### config.mk
export PLATFORM = sky130hd
export DESIGN_NAME = mod_exp_engine
export DESIGN_NICKNAME = d
export VERILOG_FILES = /design/src/rtl/rsa_pkg.sv /design/src/rtl/mod_mul_serial.sv /design/src/rtl/mod_exp_engine.sv
export SDC_FILE = /design/constraint.sdc
export NUM_CORES = 1
export LEC_CHECK = 0
export CORE_MARGIN = 1.5
export CORE_UTILIZATION = 60
export DETAILED_ROUTE_END_ITERATION = 10
export PLACE_DENSITY_LB_ADDON = 0.3
export SLEW_MARGIN = 10
export SYNTH_ARGS = -nofsm -noshare
export SYNTH_HDL_FRONTEND = slang
export SYNTH_SLANG_ARGS = --single-unit
### constraint.sdc
create_clock -name clk -period 9.6 [get_ports clk]
set_input_delay 0.96 -clock clk [delete_from_list [all_inputs] [get_ports clk]]
set_output_delay 0.96 -clock clk [all_outputs]
set_load 0.005 [all_outputs]
### src/rtl/rsa_pkg.sv
// Shared definitions for the modular exponentiation engine: FSM encoding and
// the start-to-done latency formula.
package rsa_pkg;

  typedef enum logic [2:0] {
    S_IDLE,
    S_CHECK,
    S_REDUCE,
    S_ITER,
    S_FIN
  } state_t;

  // Cycles from the acceptance edge to done, for k multiplier passes after REDUCE.
  function automatic int lat(input int k, input int w);
    return 2 + (k + 1) * (w + 1);
  endfunction

endpackage

### src/rtl/mod_mul_serial.sv
// Bit-serial interleaved modular multiplier: p = a*b mod m, one bit of a per
// cycle (MSB first), requires b < m and m >= 2.
module mod_mul_serial #(
  parameter int W = 16
) (
  input  logic         clk,
  input  logic         reset,
  input  logic         go,
  input  logic [W-1:0] a,
  input  logic [W-1:0] b,
  input  logic [W-1:0] m,
  output logic         rdy,
  output logic [W-1:0] p
);

  localparam int CW = $clog2(W + 1);

  logic [W-1:0]  p_q, p_d;
  logic [W-1:0]  a_q, a_d;
  logic [W-1:0]  b_q, b_d;
  logic [W-1:0]  m_q, m_d;
  logic [CW-1:0] cnt_q, cnt_d;
  logic          rdy_q, rdy_d;

  // 2P + a_i*b < 3m, so at most two conditional subtractions bring it below m;
  // W+2 bits hold the intermediate without overflow.
  function automatic logic [W-1:0] mac_step(input logic [W-1:0] acc,
                                            input logic         bit_i,
                                            input logic [W-1:0] bv,
                                            input logic [W-1:0] mv);
    logic [W+1:0] t;
    logic [W+1:0] mx;
    mx = {2'b00, mv};
    t  = {1'b0, acc, 1'b0} + (bit_i ? {2'b00, bv} : '0);
    if (t >= mx) t = t - mx;
    if (t >= mx) t = t - mx;
    return t[W-1:0];
  endfunction

  always_comb begin
    p_d   = p_q;
    a_d   = a_q;
    b_d   = b_q;
    m_d   = m_q;
    cnt_d = cnt_q;
    rdy_d = 1'b0;
    if (go) begin
      p_d   = '0;
      a_d   = a;
      b_d   = b;
      m_d   = m;
      cnt_d = CW'(W);
    end else if (cnt_q != '0) begin
      p_d   = mac_step(p_q, a_q[W-1], b_q, m_q);
      a_d   = a_q << 1;
      cnt_d = cnt_q - CW'(1);
      rdy_d = (cnt_q == CW'(1));
    end
  end

  always_ff @(posedge clk or posedge reset) begin
    if (reset) begin
      p_q   <= '0;
      a_q   <= '0;
      b_q   <= '0;
      m_q   <= '0;
      cnt_q <= '0;
      rdy_q <= 1'b0;
    end else begin
      p_q   <= p_d;
      a_q   <= a_d;
      b_q   <= b_d;
      m_q   <= m_d;
      cnt_q <= cnt_d;
      rdy_q <= rdy_d;
    end
  end

  assign rdy = rdy_q;
  assign p   = p_q;

endmodule

### src/rtl/mod_exp_engine.sv
// Right-to-left square-and-multiply modular exponentiation built on two
// bit-serial modular multipliers, with start/busy/done handshake.
module mod_exp_engine
  import rsa_pkg::*;
#(
  parameter int WORDSIZE   = 8,
  parameter int EXP_WIDTH  = 2 * WORDSIZE,
  parameter int CONST_TIME = 0
) (
  input  logic                    clk,
  input  logic                    reset,
  input  logic                    start,
  input  logic [2*WORDSIZE-1:0]   base,
  input  logic [2*WORDSIZE-1:0]   modulo,
  input  logic [EXP_WIDTH-1:0]    exponent,
  output logic                    busy,
  output logic                    done,
  output logic                    error,
  output logic [2*WORDSIZE-1:0]   result
);

  localparam int W  = 2 * WORDSIZE;
  localparam int CW = $clog2(EXP_WIDTH + 1);

  state_t               state_q, state_d;
  logic [W-1:0]         base_q, base_d;
  logic [W-1:0]         mod_q, mod_d;
  logic [EXP_WIDTH-1:0] exp_q, exp_d;
  logic [W-1:0]         res_q, res_d;
  logic [W-1:0]         base_r_q, base_r_d;
  logic [CW-1:0]        cnt_q, cnt_d;
  logic                 error_q, error_d;
  logic [W-1:0]         result_q, result_d;
  logic                 last;

  logic         go_a, go_b, rdy_a, rdy_b;
  logic [W-1:0] a_a, b_a, a_b, b_b, p_a, p_b;

  mod_mul_serial #(.W(W)) u_mul_a (
    .clk   (clk),
    .reset (reset),
    .go    (go_a),
    .a     (a_a),
    .b     (b_a),
    .m     (mod_q),
    .rdy   (rdy_a),
    .p     (p_a)
  );

  mod_mul_serial #(.W(W)) u_mul_b (
    .clk   (clk),
    .reset (reset),
    .go    (go_b),
    .a     (a_b),
    .b     (b_b),
    .m     (mod_q),
    .rdy   (rdy_b),
    .p     (p_b)
  );

  // Multipliers are launched on the edge that enters each phase, using the
  // freshly updated operands, so every phase is exactly W+1 cycles.
  always_comb begin
    state_d  = state_q;
    base_d   = base_q;
    mod_d    = mod_q;
    exp_d    = exp_q;
    res_d    = res_q;
    base_r_d = base_r_q;
    cnt_d    = cnt_q;
    error_d  = error_q;
    result_d = result_q;
    last     = 1'b0;
    go_a     = 1'b0;
    go_b     = 1'b0;
    a_a      = '0;
    b_a      = '0;
    a_b      = '0;
    b_b      = '0;
    case (state_q)
      S_IDLE: begin
        if (start) begin
          base_d   = base;
          mod_d    = modulo;
          exp_d    = exponent;
          cnt_d    = '0;
          error_d  = 1'b0;
          result_d = '0;
          state_d  = S_CHECK;
        end
      end
      S_CHECK: begin
        if (mod_q == '0) begin
          error_d  = 1'b1;
          result_d = '0;
          state_d  = S_FIN;
        end else if (mod_q == W'(1)) begin
          result_d = '0;
          state_d  = S_FIN;
        end else begin
          res_d   = W'(1);
          go_a    = 1'b1;
          a_a     = base_q;
          b_a     = W'(1);
          state_d = S_REDUCE;
        end
      end
      S_REDUCE: begin
        if (rdy_a) begin
          base_r_d = p_a;
          if (CONST_TIME == 0 && exp_q == '0) begin
            result_d = res_q;
            state_d  = S_FIN;
          end else begin
            go_a    = 1'b1;
            go_b    = 1'b1;
            a_a     = res_q;
            b_a     = p_a;
            a_b     = p_a;
            b_b     = p_a;
            state_d = S_ITER;
          end
        end
      end
      S_ITER: begin
        if (rdy_a && rdy_b) begin
          res_d    = exp_q[0] ? p_a : res_q;
          base_r_d = p_b;
          exp_d    = exp_q >> 1;
          cnt_d    = cnt_q + CW'(1);
          if (CONST_TIME != 0) last = (cnt_q == CW'(EXP_WIDTH - 1));
          else                 last = (exp_d == '0);
          if (last) begin
            result_d = res_d;
            state_d  = S_FIN;
          end else begin
            go_a = 1'b1;
            go_b = 1'b1;
            a_a  = res_d;
            b_a  = p_b;
            a_b  = p_b;
            b_b  = p_b;
          end
        end
      end
      S_FIN:   state_d = S_IDLE;
      default: state_d = S_IDLE;
    endcase
  end

  always_ff @(posedge clk or posedge reset) begin
    if (reset) begin
      state_q  <= S_IDLE;
      base_q   <= '0;
      mod_q    <= '0;
      exp_q    <= '0;
      res_q    <= '0;
      base_r_q <= '0;
      cnt_q    <= '0;
      error_q  <= 1'b0;
      result_q <= '0;
    end else begin
      state_q  <= state_d;
      base_q   <= base_d;
      mod_q    <= mod_d;
      exp_q    <= exp_d;
      res_q    <= res_d;
      base_r_q <= base_r_d;
      cnt_q    <= cnt_d;
      error_q  <= error_d;
      result_q <= result_d;
    end
  end

  assign busy   = (state_q == S_CHECK) || (state_q == S_REDUCE) || (state_q == S_ITER);
  assign done   = (state_q == S_FIN);
  assign error  = error_q;
  assign result = result_q;

endmodule

# Yosys cells after proc, flatten, opt, wreduce, memory -nomap -nowiden
# Index checks and enable logic that the tools add are counted.
[word_totals]
word_cells = 146
out_inout_bits = 19
ff_bits = 224
[op_classes]
add_sub_neg = 8
n_mux = 78
n_lt_le_gt_ge = 4
n_eq_ne = 16
reduce_logical = 21
[op_table]
columns = ["op", "n"]
rows = [
  ["2-to-1 mux 16 bit", 35],
  ["2-to-1 mux 18 bit", 6],
  ["one-hot mux 16 bit (2 select lines)", 3],
  ["one-hot mux 16 bit (3 select lines)", 2],
  [">= comparator 18 x 16 -> 1 bit", 4],
  ["one-hot mux 16 bit (4 select lines)", 1],
  ["logical NOT 16 bit", 3],
  ["adder 17 x 18 -> 18 bit", 2],
  ["subtractor 18 x 16 -> 18 bit", 2],
  ["subtractor 16 bit", 2],
  ["2-to-1 mux 3 bit", 7],
  ["2-to-1 mux 5 bit", 4],
  ["== test 16 x 1 -> 1 bit, second input constant", 1],
  ["2-to-1 mux 1 bit", 16],
  ["inequality test 2 bit, second input constant", 7],
  ["one-hot mux 3 bit (4 select lines)", 1],
  ["== test 5 x 1 -> 1 bit, second input constant", 2],
  ["nonzero test 2 bit", 5],
  ["nonzero test 5 bit", 2],
  ["subtractor 5 x 1 -> 5 bit, second input constant", 2],
  ["AND reduction 4 bit", 2],
  ["AND reduction 7 bit", 1],
  ["== test 3 x 2 -> 1 bit, second input constant", 2],
  ["AND reduction 3 bit", 2],
  ["other kinds (11)", 13],
]

# Logic depth before layout (Yosys ltp)
# Gate-level depths: netlist of run 1.
[logic_depth]
word_depth = 11
ltp_mapped = 33
depth_no_buf = 31

# Hierarchy
# From an unflattened synthesis of run 1, not the netlist that was laid out.
[hier_totals]
cells_unflattened = 1711
hier_area_um2 = 15871.5
[modules_own_cells]
columns = ["mod", "n_inst", "cells_per_inst", "area_each_um2"]
rows = [
  ["mod_mul_serial at u_mul_a", 1, 648, 5725.5],
  ["mod_mul_serial at u_mul_b", 1, 641, 5662.9],
  ["mod_exp_engine", 1, 422, 4483.0],
]

# Least setup slack after synthesis of run 1
# OpenSTA, ideal clock, no wires.
[synth_path]
kind = "register to register"
from = "reg u_mul_b.a_q[15]"
to = "reg u_mul_b.p_q[1], in the netlist u_mul_b.p[1]"
path_slack_ns = 2.858
setup_ns = 0.077
path_stages_with_launch = 33
arrival_ns = 6.665
synth_period_minus_slack_ns = 6.742
cell_sequence = "dfrtp_1 > clkbuf_1 > and2_1 > ha_1 > fa_1 > a211oi_1 > o21ai_0 > nor3b_1 > o21ai_0 > nand2b_1 > a21oi_1 > xnor2_1 > ha_1 > nand4_1 > nor4_1 > nor3_1 > a31oi_1 > nor3_1 > mux2_2 > buf_2 > o21ai_0 > ha_1 > nor2b_1 > o21ai_0 > a21oi_1 > nor4_1 > o31ai_1 > o41ai_1 > o21ai_0 > o21ba_2 > buf_4 > mux2_1 > a21oi_1"
[synth_between]
elab_chain_len = 10
elab_cells_between_ends = 12
cone_classes = "add/sub: 3; order compare: 2; mux: 7"
[synth_rtl]
columns = ["element", "line", "source"]
rows = [
  ["start, declared", "mod_mul_serial.sv:19", "logic [W-1:0] a_q, a_d;"],
  ["start signal, assigned", "mod_mul_serial.sv:64", "a_q <= '0;"],
  ["start signal, assigned", "mod_mul_serial.sv:71", "a_q <= a_d;"],
  ["2-to-1 mux 16 bit (*)", "mod_mul_serial.sv:34", "t = {1'b0, acc, 1'b0} + (bit_i ? {2'b00, bv} : '0);"],
  ["adder 17 x 18 -> 18 bit (*)", "mod_mul_serial.sv:34", ""],
  ["subtractor 18 x 16 -> 18 bit or >= comparator 18 x 16 -> 1 bit (tied branches)", "mod_mul_serial.sv:35", "if (t >= mx) t = t - mx;"],
  ["2-to-1 mux 18 bit (*)", "mod_mul_serial.sv:35", ""],
  ["2-to-1 mux 18 bit (*)", "mod_mul_serial.sv:53", "end else if (cnt_q != '0) begin"],
  ["2-to-1 mux 18 bit (*)", "mod_mul_serial.sv:47", "if (go) begin"],
  ["subtractor 16 bit or >= comparator 18 x 16 -> 1 bit (tied branches)", "mod_mul_serial.sv:36", "if (t >= mx) t = t - mx;"],
  ["2-to-1 mux 16 bit (*)", "mod_mul_serial.sv:36", ""],
  ["2-to-1 mux 16 bit (*)", "mod_mul_serial.sv:53", ""],
  ["2-to-1 mux 16 bit (*)", "mod_mul_serial.sv:47", ""],
  ["end signal, assigned", "mod_mul_serial.sv:70", "p_q <= p_d;"],
  ["end, declared", "mod_mul_serial.sv:18", "logic [W-1:0] p_q, p_d;"],
]
# Every way passes the cells marked *; elsewhere a longest branch is shown, timed or not. The select of a mux whose other input is x is not followed.
# A chain may end at the register's enable or synchronous reset.

# Worst setup path after layout of run 1
# Ends and elaborated chain as after synthesis.

==> results of run 1 <==
## through the flow
| stage | setup WS, ps | utilization [%] | std cells |
|---|---|---|---|
| 2_1_floorplan | 2510 | - | 1555 |
| 3_3_place_gp | 1920 | 64.6 | 1891 |
| 3_5_place_dp | 1830 | 64.6 | 1891 |
| 4_1_cts | 1790 | 68.1 | 1936 |
| 5_1_grt | 1000 | 68.1 | 1936 |
| 6_report | 1650 | 68.1 | 1936 |
## kinds of logic (layout without fill, tap and decap cells)
family / after synthesis / in the layout / synth area share (%)
AO/OA/AOI/OAI: 498 / 498 / 22.2
XOR/XNOR: 79 / 79 / 4.72
buffers and inverters: 123 / 180 / 3.45
adder cells (fa/ha/maj): 106 / 106 / 9.36
flip-flops: 224 / 224 / 38.3
multiplexers: 115 / 115 / 8.28
AND/OR/NAND/NOR: 410 / 410 / 13.7
## layout by cell type, fill, tap and decap left out, types with 31 or more instances in the layout
master             n
inv_1             52
ha_1             100
nor2_1           109
mux2i_1           66
and2_1            36
nand2_1          109
a21o_1            51
clkdlybuf4s50_1   69
dfrtp_1          224
a22o_1            31
xnor2_1           55
a21oi_1          125
o21ai_0          129
mux2_2            47
## worst max-delay path by stage
stage,end,startpoint,slack (ps),cells after the start
finish,u_mul_b.p[1]$_DFFE_PP0P_,u_mul_b.a_q[15]$_DFFE_PP0P_,1650,29
global route,u_mul_b.p[1]$_DFFE_PP0P_,u_mul_b.a_q[15]$_DFFE_PP0P_,1000,29
CTS,u_mul_a.p[1]$_DFFE_PP0P_,u_mul_a.a_q[15]$_DFFE_PP0P_,1790,27
detailed placement,u_mul_b.p[1]$_DFFE_PP0P_,u_mul_b.a_q[15]$_DFFE_PP0P_,1830,29
global placement,u_mul_a.p[1]$_DFFE_PP0P_,u_mul_a.a_q[15]$_DFFE_PP0P_,1920,27
floorplan,base_q[0]$_DFFE_PP0P_,reset,2510,1
## Yosys cell counts, types with 5 or more instances
cell | instances | area share, %
a22o_1 | 31 | 1.9
or2_2 | 6 | 0.26
o21ai_1 | 15 | 0.51
nor3b_1 | 5 | 0.26
a31oi_1 | 5 | 0.21
or3_1 | 5 | 0.21
mux2i_1 | 66 | 4.5
dfrtp_1 | 224 | 38
and3_1 | 10 | 0.43
o211ai_1 | 5 | 0.26
a22oi_1 | 17 | 0.87
a211oi_1 | 21 | 1.1
nand2b_1 | 15 | 0.64
a21o_1 | 51 | 2.6
o21ai_0 | 129 | 4.4
clkbuf_1 | 55 | 1.4
o21a_1 | 11 | 0.56
xor2_1 | 24 | 1.4
buf_2 | 7 | 0.24
o21bai_1 | 22 | 1.1
and2_1 | 36 | 1.5
nand3_1 | 24 | 0.82
nor2_1 | 113 | 2.9
fa_1 | 6 | 0.82
nor3_1 | 27 | 0.92
ha_1 | 100 | 8.5
a21oi_1 | 126 | 4.3
nand2_1 | 109 | 2.8
xnor2_1 | 55 | 3.3
mux2_2 | 47 | 3.6
nor2b_1 | 13 | 0.56
nor4_1 | 9 | 0.38
a222oi_1 | 16 | 1.1
nand4_1 | 20 | 0.85
inv_1 | 53 | 1.4
## cell type report
cell class / instances / area [um^2]
fill: 1951 / 7680
sequential: 224 / 5610
tap: 324 / 405
multi-input combinational: 1208 / 8580
clock buffer: 38 / 774
timing repair buffer: 81 / 781
inverter: 54 / 210
clock inverter: 7 / 63.8
## routing by layer
metal  GRT usage, %  vias to the layer above
li1               -                     5786
met1           44.8                     6064
met2           49.2                      450
met3           4.38                       80
met4           9.09                        0
met5              0                        -
==> flow_summary_export.csv, run 1 <==
group,metric,value,unit
status,status,"finished clean",
detailed_routing,wl_met3,2900,um
logic_synthesis,syn_area,14700,um^2
sta,setup_violations,0,
sta,tightest_slew,1180,ps
detailed_routing,drt_pass1_iterations,9,
cells_and_area,area_growth,12.1,%
place,dp_hpwl,28600,um
logic_synthesis,yosysSeqAreaShare,38.3,%
logic_synthesis,postSynth.asyncResetShare,100,%
logic_synthesis,synthCells,1555,
global_routing,gr-total-overflow,0,
global_routing,antenna_found_initial,0,
sta,finalCritPeriodShare,82.8,%
sta,hold_slack,470,ps
detailed_routing,detail_route.wl_per_cell,20.6,um
global_routing,grt_max_degree,92,
place,gp_congestion,0.957,
die,die_h,159,um
setup_path,critPathBufInv,0,
detailed_routing,drt_iter0_drc,1327,
cells_and_area,drive_gt1_share,8.44,%
min_path,hold_class,"reg -> reg",
detailed_routing,viasPerCell,6.39,
die,start_util,60.8,%
sta,finalCriticalPeriod,7950,ps
clock_tree,holdBufCountCts,0,
sta,slew_headroom,21.1,%
setup_path,r2r_start,"u_mul_b.a_q[15]$_DFFE_PP0P_",
min_path,min-delay-start,"u_mul_b.b_q[9]$_DFFE_PP0P_",
logic_synthesis,synth_edf_count,0,
die,die_x,159,um
sta,finalSetupTns,0,ps
global_routing,grt_pass1_wl,63500,um
min_path,hold_depth,1,
cells_and_area,diodes,0,
flow_run,drv_cap,0,
die,core,24100,um^2
detailed_routing,ant_nets,0,
clock_tree,cts_buffers,25,
detailed_routing,routed_wl,39900,um
global_routing,grt_use_total,31.2,%
setup_path,rrSetupSlack,1650,ps
sta,maxSlewViolCount,0,
clock_tree,cts_resized,0,
setup_path,r2r_cells,29,
setup_path,start_kind,"flip-flop",
setup_path,critPathSlowestCell,"o21ba_2",
logic_synthesis,ys_ff_latch,224,
clock_tree,cts_setup_buffers,0,
setup_path,cp_slowest_stage_delay,630,ps
detailed_routing,drc_errors,0,
sta,max_freq,126,MHz
setup_path,cp-end-kind,"flip-flop",
clock_tree,cts.path.max_buffers,3,
die,io_pins,70,
sta,skew,24.5,ps
clock_tree,htree_levels,1,
die,die-area,25400,um^2
setup_path,r2r-end,"u_mul_b.p[1]$_DFFE_PP0P_",
setup_path,worst-path-max-fanout,26,
sta,rsz0062_at_grt,"false",
place,placed_area,15600,um^2
cells_and_area,fin_area,16400,um^2
place,portBuffers,69,
setup_path,required,10060,ps
setup_path,cp.arrival,8400,ps
die,core.rowCount,57,
logic_synthesis,ys_warn_count,0,
clock_tree,cts.sinks,224,
detailed_routing,wl_met1,17600,um
cells_and_area,nNetsFinal,1751,
setup_path,critical_path_class,"reg -> reg",
clock_tree,clockRootBuffer,"clkbuf_16",
clock_tree,cts_tree,"yes",
detailed_routing,met2_length,18200,um
setup_path,cpMostUsedCell,"o21ai_0",
logic_synthesis,synth.distinct_cells,83,
detailed_routing,top_layer,"met4",
min_path,min_to,"u_mul_b.b_q[9]$_DFFE_PP0P_",
clock_tree,insertion_delay,540,ps
global_routing,grt_pass1_vias,11700,
logic_synthesis,synth_ff_type,"dfrtp_1",
clock_tree,path_clk_slew,60,ps
detailed_routing,vias,12400,
logic_synthesis,syn_area_per_cell,9.42,um^2
sta,finalHoldViolCount,0,
setup_path,critPathTopFamily,"compound AO/OA/AOI/OAI gates",
logic_synthesis,syn_nets,1712,
Power of run 1 is left out: the tool's default activity adds up to more than one toggle a clock period on the data nets, which glitch-free logic cannot reach.
==> inputs of run 2 (changes only) <==
- CORE_UTILIZATION: 60 -> 56
- clock period: 9.6 -> 6.7 ns (I/O delays scaled with it)
==> run 2 against run 1 <==
  * The run now ends with negative setup slack left
  * Sequential share of layout area fell by 4.2 points
  * Hold slack improved by 3.5 ps
  * Setup slack got worse by 1700 ps
  * Non-clock buffer count rose by 178
  * Wire length rose by 14%
  * Clock-buffer cell count fell by 7
  * First-iteration DRC count rose by 23%
  * Via count rose by 9.4%
  * Utilization rose by 4.4 points
  * Critical path type unchanged
  * Cell area rose by 14%
  * Maximum frequency rose by 18%
  * Clock skew fell by 3.0 ps
  * Highest routed layer unchanged
==> flow_summary_export.csv, run 2 (same netlist as run 1, synthesis figures left out) <==
group,metric,value,unit
setup_path,cp.arrival,7130,ps
setup_path,worst-path-max-fanout,9,
detailed_routing,drt_iter0_drc,1634,
cells_and_area,area_growth,27.9,%
setup_path,critical_path_class,"reg -> reg",
clock_tree,cts_buffers,25,
die,io_pins,70,
setup_path,cp-end-kind,"flip-flop",
setup_path,cp_slowest_stage_delay,440,ps
clock_tree,insertion_delay,530,ps
clock_tree,path_clk_slew,60,ps
sta,finalHoldViolCount,0,
global_routing,grt_pass1_vias,12600,
place,portBuffers,69,
flow_run,drv_cap,0,
setup_path,critPathSlowestCell,"o41a_1",
cells_and_area,drive_gt1_share,24.1,%
detailed_routing,detail_route.wl_per_cell,21.4,um
sta,rsz0062_at_grt,"true",
sta,finalCriticalPeriod,6750,ps
global_routing,grt_pass1_wl,67900,um
place,gp_congestion,0.965,
die,die_h,165,um
clock_tree,cts.path.max_buffers,3,
cells_and_area,fill_cells,1839,
status,violations,"negative setup slack",
status,status,"finished with violations",
detailed_routing,vias,13500,
sta,setup_ws,-47.5,ps
setup_path,r2r_cells,32,
cells_and_area,layout_commonest_cell,"dfrtp_1",
global_routing,antenna_found_initial,0,
die,die-area,27100,um^2
die,start_util,56.7,%
place,dp_hpwl,30800,um
min_path,hold_depth,1,
clock_tree,cts_tree,"yes",
setup_path,required,7090,ps
sta,max_freq,148,MHz
clock_tree,holdBufCountCts,0,
die,core.rowCount,59,
setup_path,rrSetupSlack,-50,ps
clock_tree,htree_levels,1,
sta,setup_violations,3,
global_routing,gr-total-overflow,0,
global_routing,grt_max_degree,155,
detailed_routing,viasPerCell,6.36,
cells_and_area,nNetsFinal,1930,
detailed_routing,ant_nets,0,
setup_path,start_kind,"flip-flop",
detailed_routing,drc_errors,0,
detailed_routing,drt_pass1_iterations,9,
cells_and_area,layout_common_cells,"224 x dfrtp_1, 171 x buf_4, 114 x o21ai_0",
sta,slew_headroom,24.1,%
global_routing,grt_use_total,32.0,%
cells_and_area,diodes,0,
die,die_x,165,um
sta,maxSlewViolCount,0,
min_path,hold_class,"reg -> reg",
die,core,25800,um^2
sta,finalCritPeriodShare,101,%
clock_tree,clockRootBuffer,"clkbuf_16",
clock_tree,cts.sinks,224,
sta,tightest_slew,1130,ps
sta,skew,21.5,ps
detailed_routing,routed_wl,45500,um
sta,finalSetupTns,-69.1,ps
[run 2: changes by cell type in the layout (fill, tap and decap cells not counted), moves of 8 or more]
| cell | delta |
|---|---|
| a211oi_1 | -8 |
| a21oi_1 | -19 |
| a21oi_2 | +19 |
| buf_4 | +159 |
| buf_6 | +13 |
| ha_1 | -16 |
| ha_4 | +15 |
| o21ai_0 | -15 |
| o21ai_2 | +9 |
| xnor2_1 | -9 |
| xnor2_2 | +9 |
[run 2: final timing paths]
| path | start | to |
|---|---|---|
| min reg2reg | u_mul_b.b_q[14]$_DFFE_PP0P_ | u_mul_b.b_q[14]$_DFFE_PP0P_ |
| min in group asynchronous | reset | u_mul_b.m_q[15]$_DFFE_PP0P_ |
| max | u_mul_a.a_q[15]$_DFFE_PP0P_ | u_mul_a.p[6]$_DFFE_PP0P_ |
| min | u_mul_b.b_q[14]$_DFFE_PP0P_ | u_mul_b.b_q[14]$_DFFE_PP0P_ |
| max in group asynchronous | reset | u_mul_a.a_q[7]$_DFFE_PP0P_ |
| max reg2reg | u_mul_a.a_q[15]$_DFFE_PP0P_ | u_mul_a.p[6]$_DFFE_PP0P_ |
[run 2: area by class of cell]
class,count,area [um^2],share of cell area [%]
multi-input cells,1209,9390,50.1
flip-flops and latches,224,5610,29.9
repair buffers,259,2250,12.0
clock buffers,31,678,3.62
well taps,335,419,2.24
inverters,54,206,1.10
clock inverters,15,201,1.07
[run 2: what timing repair did]
item	CTS	global route
gates resized for setup	24	150
pin swaps	16	93
buffers inserted	8	21
cloned	1	1
setup endpoints to repair	32	32
endpoints found under the hold margin	0	0
[run 2: metrics by stage]
| step | area, um^2 | worst slack, ps | utilization, % | hold WS (ps) | cells |
|---|---|---|---|---|---|
| 2_1_floorplan | 14700 | 3.86 | - | 441 | 1555 |
| 3_3_place_gp | 16800 | -390 | 65.0 | 452 | 2053 |
| 3_5_place_dp | 16800 | -609 | 65.0 | 458 | 2053 |
| 4_1_cts | 17900 | 2.61 | 69.1 | 472 | 2108 |
| 5_1_grt | 18700 | -242 | 72.5 | 488 | 2127 |
| 6_report | 18700 | -47.5 | 72.5 | 473 | 2127 |
[run 2: critical path: cells and delay by family (launching register included)]
family / cells / cell delay, ps
compound gates: 12 / 2620
xor+xnor: 1 / 180
fa+ha+maj: 4 / 960
buf+inv: 5 / 860
flops: 1 / 390
mux: 1 / 260
simple gates: 9 / 1320
[run 2: per-layer routing]
metal | up-vias | share of wire [%] | track usage [%]
met4 | 0 | 4.2 | 11.6
met5 | - | 0 | 0
met2 | 603 | 47 | 51.0
li1 | 6139 | - | -
met1 | 6668 | 41 | 44.2
met3 | 128 | 7.8 | 5.07
Power of run 2 is left out for the same reason.
==> inputs of run 3 (changes only) <==
- SETUP_SLACK_MARGIN: unset -> 0.15
==> run 3 against run 2 <==
  * The flow now finishes without violations
  * Utilization decreased by 0.70 points
  * Critical path depth increased by 1
  * Hold slack got worse by 3.2 ps
  * Critical endpoint is now u_mul_a.p[1]$_DFFE_PP0P_
==> flow_summary_export.csv, run 3 (same netlist as run 1, synthesis figures left out) <==
group,metric,value,unit
status,status,"finished clean",
setup_path,critical_path_class,"reg -> reg",
setup_path,critPathSlowestCell,"dfrtp_1",
detailed_routing,drt_pass1_iterations,7,
cells_and_area,drive_gt1_share,23.7,%
sta,maxSlewViolCount,0,
place,portBuffers,69,
min_path,hold_class,"reg -> reg",
setup_path,cp_slowest_stage_delay,400,ps
sta,finalHoldViolCount,0,
sta,max_freq,153,MHz
setup_path,cpMostUsedCell,"a21oi_2",
global_routing,grt_pass1_wl,67500,um
sta,skew,9.33,ps
flow_run,drv_cap,0,
place,place_inst,2031,
cells_and_area,final_cells,2127,
clock_tree,cts.path.max_buffers,3,
place,gp_congestion,0.965,
die,core,25800,um^2
clock_tree,cts_tree,"yes",
sta,hold_slack,470,ps
sta,tightest_slew,1220,ps
cells_and_area,area_growth,26.7,%
setup_path,cp-end-kind,"flip-flop",
global_routing,antenna_found_initial,0,
die,die-area,27100,um^2
sta,slew_headroom,18.7,%
cells_and_area,fin_area,18600,um^2
clock_tree,cts_buffers,24,
setup_path,required,7160,ps
setup_path,worst-path-max-fanout,8,
setup_path,critPathBufInv,5,
die,io_pins,70,
clock_tree,clockRootBuffer,"clkbuf_16",
sta,setup_violations,0,
die,core.rowCount,59,
detailed_routing,viasPerCell,6.17,
detailed_routing,detail_route.wl_per_cell,20.6,um
global_routing,grt_pass1_vias,12700,
clock_tree,htree_levels,1,
global_routing,grt_max_degree,72,
cells_and_area,nNetsFinal,1933,
setup_path,start_kind,"flip-flop",
clock_tree,path_clk_slew,60,ps
global_routing,grt_use_total,32.1,%
detailed_routing,ant_nets,0,
place,dp_hpwl,31000,um
cells_and_area,final_util,71.8,%
sta,finalCriticalPeriod,6530,ps
detailed_routing,vias,13100,
cells_and_area,layout_common_cells,"224 x dfrtp_1, 180 x buf_4, 115 x o21ai_0",
die,die_x,165,um
die,die_h,165,um
sta,finalCritPeriodShare,97.5,%
detailed_routing,drt_iter0_drc,1398,
clock_tree,insertion_delay,530,ps
cells_and_area,layout_commonest_cell,"dfrtp_1",
place,placed_area,16600,um^2
detailed_routing,drc_errors,0,
cells_and_area,diodes,0,
detailed_routing,routed_wl,43900,um
clock_tree,cts.sinks,224,
setup_path,critPathTopFamily,"compound AO/OA/AOI/OAI gates",
setup_path,cp.arrival,6990,ps
sta,rsz0062_at_grt,"true",
die,start_util,56.7,%
global_routing,gr-total-overflow,0,
run 3: cell count changes in the layout (fill, tap and decap cells not counted), moves of 4 or more:
cell	delta
buf_6	-4
buf_4	+9
ha_4	-7
ha_2	+6
nor2_2	+4
nor2_4	-4
run 3: path summary, 6_finish.rpt:
path / from / to / slack (ps) / depth (start not counted)
min in group asynchronous: reset / u_mul_b.m_q[13]$_DFFE_PP0P_ / 510 / 2
min: u_mul_b.b_q[10]$_DFFE_PP0P_ / u_mul_b.b_q[10]$_DFFE_PP0P_ / 470 / 1
min reg2reg: u_mul_b.b_q[10]$_DFFE_PP0P_ / u_mul_b.b_q[10]$_DFFE_PP0P_ / 470 / 1
max reg2reg: u_mul_a.a_q[15]$_DFFE_PP0P_ / u_mul_a.p[1]$_DFFE_PP0P_ / 170 / 33
max: u_mul_a.a_q[15]$_DFFE_PP0P_ / u_mul_a.p[1]$_DFFE_PP0P_ / 170 / 33
max in group asynchronous: reset / u_mul_b.a_q[5]$_DFFE_PP0P_ / 4910 / 3
run 3: per-stage QoR:
step	TNS (ps)	setup WS (ps)
5_1_grt	-3120	-185
6_report	0	170
3_3_place_gp	-1580	-135
4_1_cts	0	151
3_5_place_dp	-6400	-338
2_1_floorplan	0	171
run 3: per-layer routing:
layer  global-route usage (%)  part of all wire [%]  up-vias
li1                         -                     -     6133
met1                     43.3                    42     6394
met2                     50.5                    46      491
met3                     5.37                   6.9      105
met4                     14.9                   4.5        0
met5                        0                     0        -
run 3: worst register-to-register path, delay by kind of cell, from the launching register on:
family | cells | cell delay, ps
XOR/XNOR | 1 | 220
multiplexers | 1 | 320
buffers and inverters | 5 | 780
AO/OA/AOI/OAI | 14 | 2710
AND/OR/NAND/NOR | 8 | 950
flip-flops | 1 | 400
adder cells (fa/ha/maj) | 4 | 1080
run 3: what timing repair did:
item / 4_1_cts / 5_1_grt
gates resized for setup: 59 / 102
setup buffers: 26 / 25
hold buffers: 0 / 0
gates cloned: 2 / 0
endpoints found under the setup margin: 32 / 32
pin swaps: 48 / 87
run 3: final cells by class:
class,instances,area [um^2]
Sequential cell,224,5610
Fill cell,1912,7270
Clock buffer,31,677
Tap cell,335,419
Timing Repair Buffer,262,2220
Multi-Input combinational cell,1210,9310
Clock inverter,11,123
Inverter,54,206
Power of run 3 is left out for the same reason.
